File: src/rtl/game_io_pkg.sv
`default_nettype none
// +----------------------------------------------------------------------+
// | Module  : game_io_pkg                                                |
// | Brief   : Shared phase encoding and X-range defaults for game I/O.   |
// | Rev     : 1.0 - initial release                                      |
// +----------------------------------------------------------------------+
package game_io_pkg;

   typedef enum logic [1:0] {
      RESET_REQ  = 2'd0,
      WAIT_START = 2'd1,
      PLAY       = 2'd2,
      OVER       = 2'd3
   } phase_e;

   localparam int c_DEBOUNCE_DEFAULT   = 250000;
   localparam int c_RESET_HOLD_DEFAULT = 4;
   localparam int c_X_W_DEFAULT        = 10;
   localparam int c_X_MIN              = 0;
   localparam int c_X_MAX              = 608;
   localparam int c_X_RESET            = 304;

endpackage
`default_nettype wire

File: src/rtl/game_io_ctrl_key_debounce.sv
`default_nettype none
// +----------------------------------------------------------------------+
// | Module  : key_debounce                                               |
// | Brief   : 2-flop synchroniser plus stability counter for one key.    |
// | Rev     : 1.0 - initial release                                      |
// +----------------------------------------------------------------------+
module key_debounce #(
   parameter int DEBOUNCE_CYCLES = 250000
) (
   input  logic clk_i,
   input  logic rst_n_i,
   input  logic key_raw_i,
   output logic key_o
);

   localparam int c_CNT_W = (DEBOUNCE_CYCLES > 1) ? $clog2(DEBOUNCE_CYCLES) : 1;
   localparam logic [c_CNT_W-1:0] c_CNT_MAX = c_CNT_W'(DEBOUNCE_CYCLES - 1);

   logic               sync1_q;
   logic               sync2_q;
   logic               level_q;
   logic               level_d;
   logic [c_CNT_W-1:0] cnt_q;
   logic [c_CNT_W-1:0] cnt_d;

   // Counter only advances while the synchronised input disagrees with the level.
   always_comb begin
      cnt_d   = '0;
      level_d = level_q;
      if (sync2_q != level_q) begin
         if (cnt_q == c_CNT_MAX) begin
            level_d = ~level_q;
         end else begin
            cnt_d = cnt_q + 1'b1;
         end
      end
   end

   always_ff @(posedge clk_i) begin
      if (!rst_n_i) begin
         sync1_q <= 1'b0;
         sync2_q <= 1'b0;
         level_q <= 1'b0;
         cnt_q   <= '0;
      end else begin
         sync1_q <= key_raw_i;
         sync2_q <= sync1_q;
         level_q <= level_d;
         cnt_q   <= cnt_d;
      end
   end

   assign key_o = level_q;

endmodule
`default_nettype wire

File: src/rtl/game_io_ctrl.sv
`default_nettype none
// +----------------------------------------------------------------------+
// | Module  : game_io_ctrl                                               |
// | Brief   : Key debounce, game-phase FSM, move gating and X clamping.  |
// | Rev     : 1.0 - initial release                                      |
// +----------------------------------------------------------------------+
module game_io_ctrl
   import game_io_pkg::*;
#(
   parameter int DEBOUNCE_CYCLES   = c_DEBOUNCE_DEFAULT,
   parameter int RESET_HOLD_FRAMES = c_RESET_HOLD_DEFAULT,
   parameter int X_W               = c_X_W_DEFAULT,
   parameter int X_MIN             = c_X_MIN,
   parameter int X_MAX             = c_X_MAX,
   parameter int X_RESET           = c_X_RESET
) (
   input  logic           clock,
   input  logic           ctrl_reset_n,
   input  logic           key_left_raw,
   input  logic           key_right_raw,
   input  logic           key_start_raw,
   input  logic           collision,
   input  logic           frame_tick,
   input  logic [31:0]    spaceship_x_in,
   output logic           move_left,
   output logic           move_right,
   output logic           game_status,
   output logic [X_W-1:0] spaceship_x_out,
   output logic [1:0]     phase
);

   localparam int c_KEY_LEFT  = 0;
   localparam int c_KEY_RIGHT = 1;
   localparam int c_KEY_START = 2;
   localparam int c_FCNT_W    = (RESET_HOLD_FRAMES > 1) ? $clog2(RESET_HOLD_FRAMES + 1) : 1;
   localparam logic [c_FCNT_W-1:0] c_FCNT_LAST = c_FCNT_W'(RESET_HOLD_FRAMES - 1);

   logic [2:0]          w_raw;
   logic [2:0]          w_deb;
   logic                w_start_press;
   logic [X_W-1:0]      w_x_clamped;

   phase_e              state_q;
   logic [c_FCNT_W-1:0] fcnt_q;
   logic                start_prev_q;
   logic                game_status_q;
   logic                move_left_q;
   logic                move_right_q;
   logic [X_W-1:0]      x_q;

   assign w_raw = {key_start_raw, key_right_raw, key_left_raw};

   for (genvar gi = 0; gi < 3; gi++) begin : g_deb
      key_debounce #(
         .DEBOUNCE_CYCLES(DEBOUNCE_CYCLES)
      ) u_deb (
         .clk_i    (clock),
         .rst_n_i  (ctrl_reset_n),
         .key_raw_i(w_raw[gi]),
         .key_o    (w_deb[gi])
      );
   end

   assign w_start_press = w_deb[c_KEY_START] & ~start_prev_q;

   // Register $4 is signed; negative or oversize values must never reach the VGA.
   always_comb begin
      if ($signed(spaceship_x_in) < X_MIN) begin
         w_x_clamped = X_W'(X_MIN);
      end else if ($signed(spaceship_x_in) > X_MAX) begin
         w_x_clamped = X_W'(X_MAX);
      end else begin
         w_x_clamped = spaceship_x_in[X_W-1:0];
      end
   end

   always_ff @(posedge clock) begin
      if (!ctrl_reset_n) begin
         state_q       <= RESET_REQ;
         fcnt_q        <= '0;
         start_prev_q  <= 1'b0;
         game_status_q <= 1'b1;
         move_left_q   <= 1'b0;
         move_right_q  <= 1'b0;
         x_q           <= X_W'(X_RESET);
      end else begin
         start_prev_q <= w_deb[c_KEY_START];
         move_left_q  <= w_deb[c_KEY_LEFT] & ~w_deb[c_KEY_RIGHT] & (state_q == PLAY);
         move_right_q <= w_deb[c_KEY_RIGHT] & ~w_deb[c_KEY_LEFT] & (state_q == PLAY);
         if (frame_tick) begin
            x_q <= w_x_clamped;
         end
         case (state_q)
            RESET_REQ: begin
               if (frame_tick) begin
                  if (fcnt_q == c_FCNT_LAST) begin
                     state_q       <= WAIT_START;
                     game_status_q <= 1'b0;
                     fcnt_q        <= '0;
                  end else begin
                     fcnt_q <= fcnt_q + 1'b1;
                  end
               end
            end
            WAIT_START: begin
               if (w_start_press) begin
                  state_q <= PLAY;
               end
            end
            PLAY: begin
               if (collision) begin
                  state_q <= OVER;
               end
            end
            OVER: begin
               if (w_start_press) begin
                  state_q       <= RESET_REQ;
                  game_status_q <= 1'b1;
                  fcnt_q        <= '0;
               end
            end
            default: begin
               state_q       <= RESET_REQ;
               game_status_q <= 1'b1;
               fcnt_q        <= '0;
            end
         endcase
      end
   end

   assign move_left       = move_left_q;
   assign move_right      = move_right_q;
   assign game_status     = game_status_q;
   assign spaceship_x_out = x_q;
   assign phase           = state_q;

endmodule
`default_nettype wire

File: config.mk
export PLATFORM = sky130hd
export DESIGN_NAME = game_io_ctrl
export DESIGN_NICKNAME = d
export VERILOG_FILES = /design/src/rtl/game_io_pkg.sv /design/src/rtl/game_io_ctrl_key_debounce.sv /design/src/rtl/game_io_ctrl.sv
export SDC_FILE = /design/constraint.sdc
export NUM_CORES = 1
export LEC_CHECK = 0
export BUFFER_PORTS_ARGS = -buffer_cell sky130_fd_sc_hd__buf_2
export CAP_MARGIN = 40
export CELL_PAD_IN_SITES_DETAIL_PLACEMENT = 1
export CELL_PAD_IN_SITES_GLOBAL_PLACEMENT = 2
export CORE_UTILIZATION = 31
export DETAILED_ROUTE_END_ITERATION = 7
export PLACE_DENSITY = 0.76
export SLEW_MARGIN = 20
export SYNTH_ARGS = -nofsm -noshare
export SYNTH_HDL_FRONTEND = slang
export SYNTH_SLANG_ARGS = --single-unit
export TNS_END_PERCENT = 10
File: constraint.sdc
create_clock -name clock -period 2.75 [get_ports clock]
set_input_delay 0.275 -clock clock [delete_from_list [all_inputs] [get_ports clock]]
set_output_delay 0.275 -clock clock [all_outputs]
set_load 0.03 [all_outputs]
==> results.sh, run 1 <==
export IMPL_run_status="completed"
export IMPL_fp_coreArea_sq_um=11420
export IMPL_final_antenna_net_count=0
export IMPL_ys_seq_elements=82
export IMPL_route_final_wire_length_mm=8.252
export IMPL_path_class="reg2reg"
export IMPL_r2r_worst_path_cells=4
export IMPL_post_route_cells_drive_above_1_share_pct=17.30
export IMPL_routedLengthMet1_mm=3.882
export IMPL_syn_area_per_cell_sq_um=8.831
export IMPL_min_path_cells=2
export IMPL_async_set_reset_flop_share_out_of_synthesis_pct=0
export IMPL_min_period_ns=2.114
export IMPL_cts_hold_buffers_added=0
export IMPL_finalClockSkew_ns=0.004482
export IMPL_syn_to_final_growth_pct=19.96
export IMPL_final_common_cell="dfxtp_1"
export IMPL_cts_setup_buffers=0
export IMPL_number_of_global_route_vias_before_repair=2870
export IMPL_buffer_ports_inserted=53
export IMPL_totalNegativeSetupSlack_ns=0
export IMPL_peak_per_stage_delay_on_the_critical_path_ns=0.55
export IMPL_initial_utilization_pct=31.79
export IMPL_routabilityCongestion=0.7302
export IMPL_detail_route_drc_violations=0
export IMPL_setup_worst_path_start_class="register"
export IMPL_dp_cells=601
export IMPL_critPathRequiredTime_ns=2.96
export IMPL_clk_transition_reported_paths_ns=0.06
export IMPL_sequential_cell_area_fraction_in_the_yosys_report_pct=45.23
export IMPL_routedWlPerCell_um=13.37
export IMPL_ir_drop_mv=0.3456
export IMPL_rrSetupSlack_ns=0.64
export IMPL_placementRows=39
export IMPL_synth_cells=411
export IMPL_highest_layer="met4"
export IMPL_synth_top_flop_cell="dfxtp_1"
export IMPL_htreeDepth=3
export IMPL_grt_start_max_net_pins=24
export IMPL_post_synth_top_area_fraction_pct=45.23
export IMPL_cts_buffers_inserted=9
export IMPL_clk_root_buffer_cell="clkbuf_16"
export IMPL_avgViaCountPerCell=4.947
export IMPL_capturing_element_type_of_the_critical_path="register"
export IMPL_cpMaxStageDelayCell="or4_4"
export IMPL_grt_overflow=0
export IMPL_dr_first_iter_drc_count=99
export IMPL_actual_transition_at_the_worst_max_transition_pin_ns=0.5517
export IMPL_final_hold_viol_count=0
export IMPL_syn_area_sq_um=3630
export IMPL_floorplan_die_area_sq_um=12150
export IMPL_synth_edf_count=0
export IMPL_critical_path_peak_fanout=17
export IMPL_tritoncts="built"
export IMPL_dpl_hpwl_mm=6.024
export IMPL_drt_pass1_iterations=4
export IMPL_antenna_found_initial=0
export IMPL_yosys_area_top_type="dfxtp_1"
export IMPL_achievable_frequency_mhz=473.1
export IMPL_finalSetupViolations=0
export IMPL_number_of_sinks_driven_by_the_clock_tree=82
export IMPL_route_met3_wl_um=252
export IMPL_p_per_area_nw_per_um2=625.0
export IMPL_final_instance_count_excl_fill=617
export IMPL_path_category_of_the_worst_min_delay_check="in2reg"
export IMPL_layout_cells_most_common_list="82 x dfxtp_1, 62 x nor2_1, 53 x buf_2, 30 x xnor2_1, 27 x nand3_1"
export IMPL_post_cts_resize_count=0
export IMPL_max_cap_violations=0
export IMPL_synth_yosys_warnings=0
export IMPL_power_leakage_uw=0.001529
export IMPL_antenna_cell_count=0
export IMPL_worstSkewPairLatency_ns=0.34
export IMPL_floorplan_die_height_um=110.2
export IMPL_timing_final_crit_share_pct=76.86
export IMPL_boundaryPins=54
export IMPL_ctsLongestPathBuffers=2
export IMPL_synth_area_top_cells="dfxtp_1 45%, xnor2_1 7.2%, nor2_1 6.4%"
export IMPL_crit_chain="or4b_1, or4_4, o211ai_4, nor2_1"
export IMPL_synth_nets=459
export IMPL_global_route_usage_sum_pct=14.47
export IMPL_route_vias_total=3052
export IMPL_global_route_wire_length_before_repair_mm=13.42
export IMPL_cp_arrival_ns=2.32
export IMPL_slew_limit_headroom_pct=62.72
export IMPL_rsz0062_at_grt="no"
export IMPL_design_final_nets=517
export IMPL_floorplan_die_width_um=110.2
export IMPL_synth_lib_cells_used_distinct=42
export IMPL_met2WireLength_mm=3.987
export IMPL_final_max_slew_viol_count=0
[sequential cells by signal, indices dropped and copies added, names as in the netlist]
| register | count |
|---|---|
| g_deb.u_deb.cnt_q | 54 |
| spaceship_x_out | 10 |
| fcnt_q | 3 |
| g_deb.u_deb.key_o | 3 |
| g_deb.u_deb.sync1_q | 3 |
| g_deb.u_deb.sync2_q | 3 |
| phase | 2 |
| game_status | 1 |
| move_left | 1 |
| move_right | 1 |
| start_prev_q | 1 |
[layout make-up]
cell class,count,area [sq um]
Timing Repair Buffer,55,280.3
Multi-Input combinational cell,304,1883
Inverter,17,63.81
Clock buffer,12,256.5
Clock inverter,4,50.05
Sequential cell,82,1642
Tap cell,143,178.9
Fill cell,1389,7064
[worst max-delay path, delay by kind of cell (launching register included)]
kind	cells	cell delay (ns)
AO/OA/AOI/OAI	1	0.45
flip-flops	1	0.42
AND/OR/NAND/NOR	3	1.10
[power by group]
group	internal [uW]	switching [uW]	total, uW
Combinational	109	148	257
Clock	751	471	1220
Sequential	1220	23.1	1240
[cell usage after synthesis, types with 6 or more instances]
master   number
xor2_1       12
o21ai_0      11
nand3_1      27
a21oi_1      12
nand4_1      15
ha_1          9
nor2_1       62
or3_1         6
nor3_1       10
nand2_1      25
o31ai_1       9
inv_1        17
or2_2         6
and2_1        8
nor4_1       17
or4_1         9
xnor2_1      30
dfxtp_1      82
[per-layer routing]
| metal | vias to the layer above | track usage (%) |
|---|---|---|
| li1 | 1560 | - |
| met1 | 1453 | 17.99 |
| met2 | 29 | 23.17 |
| met3 | 10 | 4.703 |
| met4 | 0 | 5.639 |
| met5 | - | 0 |
[final timing paths]
path,start,end
max reg2reg,g_deb[2].u_deb.cnt_q[12]$_SDFF_PP0_,g_deb[2].u_deb.cnt_q[12]$_SDFF_PP0_
max,g_deb[2].u_deb.cnt_q[12]$_SDFF_PP0_,g_deb[2].u_deb.cnt_q[12]$_SDFF_PP0_
min,key_left_raw,g_deb[0].u_deb.sync1_q$_SDFF_PN0_
min reg2reg,g_deb[2].u_deb.sync1_q$_SDFF_PN0_,g_deb[2].u_deb.sync2_q$_SDFF_PN0_
[per-stage QoR]
| stage | utilization (%) | area [sq um] | hold WS (ns) | setup slack [ns] | total power, uW |
|---|---|---|---|---|---|
| 2_1_floorplan | - | 3630 | 0.4023 | 0.8065 | 1445 |
| 3_3_place_gp | 35.45 | 4048 | 0.4169 | 0.6897 | 1517 |
| 3_5_place_dp | 35.45 | 4048 | 0.4241 | 0.6242 | 1528 |
| 4_1_cts | 38.13 | 4354 | 0.1250 | 0.6253 | 2771 |
| 5_1_grt | 38.13 | 4354 | 0.1395 | 0.4970 | 2854 |
| 6_report | 38.13 | 4354 | 0.1399 | 0.6364 | 2721 |
[kinds of logic (layout without fill, tap and decap cells)]
logic type	Yosys count	count (layout)	share of synthesized area, %
AO/OA/AOI/OAI	44	44	8.445
adder cells (fa/ha/maj)	9	9	3.102
flip-flops	82	82	45.23
XOR/XNOR	42	42	10.13
AND/OR/NAND/NOR	205	205	29.09
buffers and inverters	25	88	2.895
multiplexers	4	4	1.103
(Power assumes the default switching activity.)
==> run 2: changes to the inputs <==
==> constraint.sdc (replaced) <==
create_clock -name clock -period 2 [get_ports clock]
set_input_delay 0.2 -clock clock [delete_from_list [all_inputs] [get_ports clock]]
set_output_delay 0.2 -clock clock [all_outputs]
set_load 0.03 [all_outputs]
==> results.sh, run 2 (synthesized netlist as in run 1, its figures left out) <==
export IMPL_cp_arrival_ns=2.14
export IMPL_antenna_cell_count=0
export IMPL_routedWlPerCell_um=13.43
export IMPL_cpLargestDelayFamily="simple AND/OR/NAND/NOR gates"
export IMPL_dr_first_iter_drc_count=111
export IMPL_final_antenna_net_count=0
export IMPL_slew_limit_headroom_pct=63.55
export IMPL_fillCellCount=1384
export IMPL_cts_setup_buffers=0
export IMPL_hp_start="key_start_raw"
export IMPL_min_path_cells=2
export IMPL_grt_start_max_net_pins=23
export IMPL_route_vias_total=3156
export IMPL_power_leakage_uw=0.001641
export IMPL_detail_route_drc_violations=0
export IMPL_run_status="completed"
export IMPL_placementRows=39
export IMPL_critical_path_peak_fanout=17
export IMPL_global_route_usage_sum_pct=15.25
export IMPL_critPathRequiredTime_ns=2.22
export IMPL_r2r_worst_path_cells=5
export IMPL_avgViaCountPerCell=4.947
export IMPL_global_route_wire_length_before_repair_mm=14.35
export IMPL_capturing_element_type_of_the_critical_path="register"
export IMPL_floorplan_die_area_sq_um=12150
export IMPL_post_route_cells_drive_above_1_share_pct=20.61
export IMPL_htreeDepth=3
export IMPL_setup_worst_path_start_class="register"
export IMPL_floorplan_die_height_um=110.2
export IMPL_max_cap_violations=0
export IMPL_hold_path_endpoint="g_deb[2].u_deb.sync1_q$_SDFF_PN0_"
export IMPL_number_of_sinks_driven_by_the_clock_tree=82
export IMPL_r2r_start="g_deb[2].u_deb.cnt_q[13]$_SDFF_PP0_"
export IMPL_finalSetupViolations=0
export IMPL_grt_overflow=0
export IMPL_min_period_ns=1.922
export IMPL_rsz0062_at_grt="no"
export IMPL_cts_buffers_inserted=9
export IMPL_buffer_ports_inserted=53
export IMPL_peak_per_stage_delay_on_the_critical_path_ns=0.57
export IMPL_cpMaxStageDelayCell="or4_4"
export IMPL_drt_pass1_iterations=4
export IMPL_p_per_area_nw_per_um2=814.7
export IMPL_setup_slack_ns=0.07793
export IMPL_tritoncts="built"
export IMPL_registers_top_by_ff_count="g_deb.u_deb.cnt_q"
export IMPL_ir_drop_mv=0.5788
export IMPL_timing_final_crit_share_pct=96.10
export IMPL_initial_utilization_pct=31.79
export IMPL_cp_buffers_inverters=1
export IMPL_rrSetupSlack_ns=0.08
export IMPL_achievable_frequency_mhz=520.3
export IMPL_fin_util_pct=39.54
export IMPL_place_ws_ns=0.07185
export IMPL_path_class="reg2reg"
export IMPL_layout_cells_most_common_list="82 x dfxtp_1, 62 x nor2_1, 53 x buf_2, 30 x xnor2_1, 27 x nand3_1"
export IMPL_antenna_found_initial=0
export IMPL_number_of_global_route_vias_before_repair=3138
export IMPL_syn_to_final_growth_pct=24.37
export IMPL_clk_root_buffer_cell="clkbuf_16"
export IMPL_totalNegativeSetupSlack_ns=0
export IMPL_cts_hold_buffers_added=0
export IMPL_timing_critical_path_from="g_deb[2].u_deb.cnt_q[13]$_SDFF_PP0_"
export IMPL_worstSkewPairLatency_ns=0.34
export IMPL_crit_chain="or4b_1, or4_4, o211ai_4, buf_12, a21oi_1"
export IMPL_clk_transition_reported_paths_ns=0.06
export IMPL_design_final_nets=538
export IMPL_ctsLongestPathBuffers=2
export IMPL_routabilityCongestion=0.7588
export IMPL_post_cts_resize_count=0
export IMPL_final_common_cell="dfxtp_1"
export IMPL_endpoint_of_the_worst_register_to_register_path="g_deb[2].u_deb.cnt_q[17]$_SDFF_PP0_"
export IMPL_fp_coreArea_sq_um=11420
export IMPL_final_max_slew_viol_count=0
export IMPL_actual_transition_at_the_worst_max_transition_pin_ns=0.5394
export IMPL_path_category_of_the_worst_min_delay_check="in2reg"
export IMPL_route_final_wire_length_mm=8.569
export IMPL_floorplan_die_width_um=110.2
export IMPL_dpl_hpwl_mm=6.306
export IMPL_finalClockSkew_ns=0.005983
export IMPL_final_hold_viol_count=0
export IMPL_largest_register_ff_count=54
export IMPL_boundaryPins=54
[run 2: metrics by stage]
| step | total power [uW] | instances | hold slack [ns] | area, sq um |
|---|---|---|---|---|
| 5_1_grt | 3851 | 638 | 0.06565 | 4514 |
| 2_1_floorplan | 1987 | 411 | 0.3273 | 3630 |
| 3_5_place_dp | 2135 | 622 | 0.4166 | 4230 |
| 4_1_cts | 3736 | 638 | 0.06148 | 4514 |
| 3_3_place_gp | 2121 | 622 | 0.4086 | 4230 |
| 6_report | 3678 | 638 | 0.07075 | 4514 |
[run 2: where the power goes]
part	switching, uW	internal [uW]	total (uW)
Clock	635	940	1570
Combinational	215	177	392
Sequential	34.8	1680	1710
[run 2: metal layers]
| metal | wire length, um | GRT usage, % | up-vias |
|---|---|---|---|
| met2 | 4189 | 25.40 | 28 |
| met4 | 125 | 5.357 | 0 |
| met1 | 4050 | 19.07 | 1511 |
| met3 | 204 | 3.880 | 11 |
| li1 | - | - | 1606 |
| met5 | 0 | 0 | - |
[run 2: cell type report]
class | instances | area, sq um | area share, %
multi-input combinational | 304 | 1883 | 41.71
sequential | 82 | 1642 | 36.36
timing repair buffer | 76 | 462.9 | 10.25
clock buffer | 14 | 274.0 | 6.070
tap | 143 | 178.9 | 3.963
inverter | 17 | 63.81 | 1.414
clock inverter | 2 | 10.01 | 0.2217
[run 2: how the worst max path moves through the flow]
stage / end / cells after the start
after floorplan: phase[1]$_SDFFE_PN0P_ / 6
after global placement: g_deb[2].u_deb.cnt_q[17]$_SDFF_PP0_ / 5
after detailed placement: g_deb[2].u_deb.cnt_q[15]$_SDFF_PP0_ / 5
after CTS: g_deb[2].u_deb.cnt_q[10]$_SDFF_PP0_ / 5
after global routing: g_deb[2].u_deb.cnt_q[0]$_SDFF_PP0_ / 5
final: g_deb[2].u_deb.cnt_q[17]$_SDFF_PP0_ / 5
[run 2: worst register-to-register path, cell delays in order (launching register included)]
cell and delay [ns]:
dfxtp_1 0.31, or4b_1 0.52, or4_4 0.57, o211ai_4 0.20, buf_12 0.17, a21oi_1 0.05
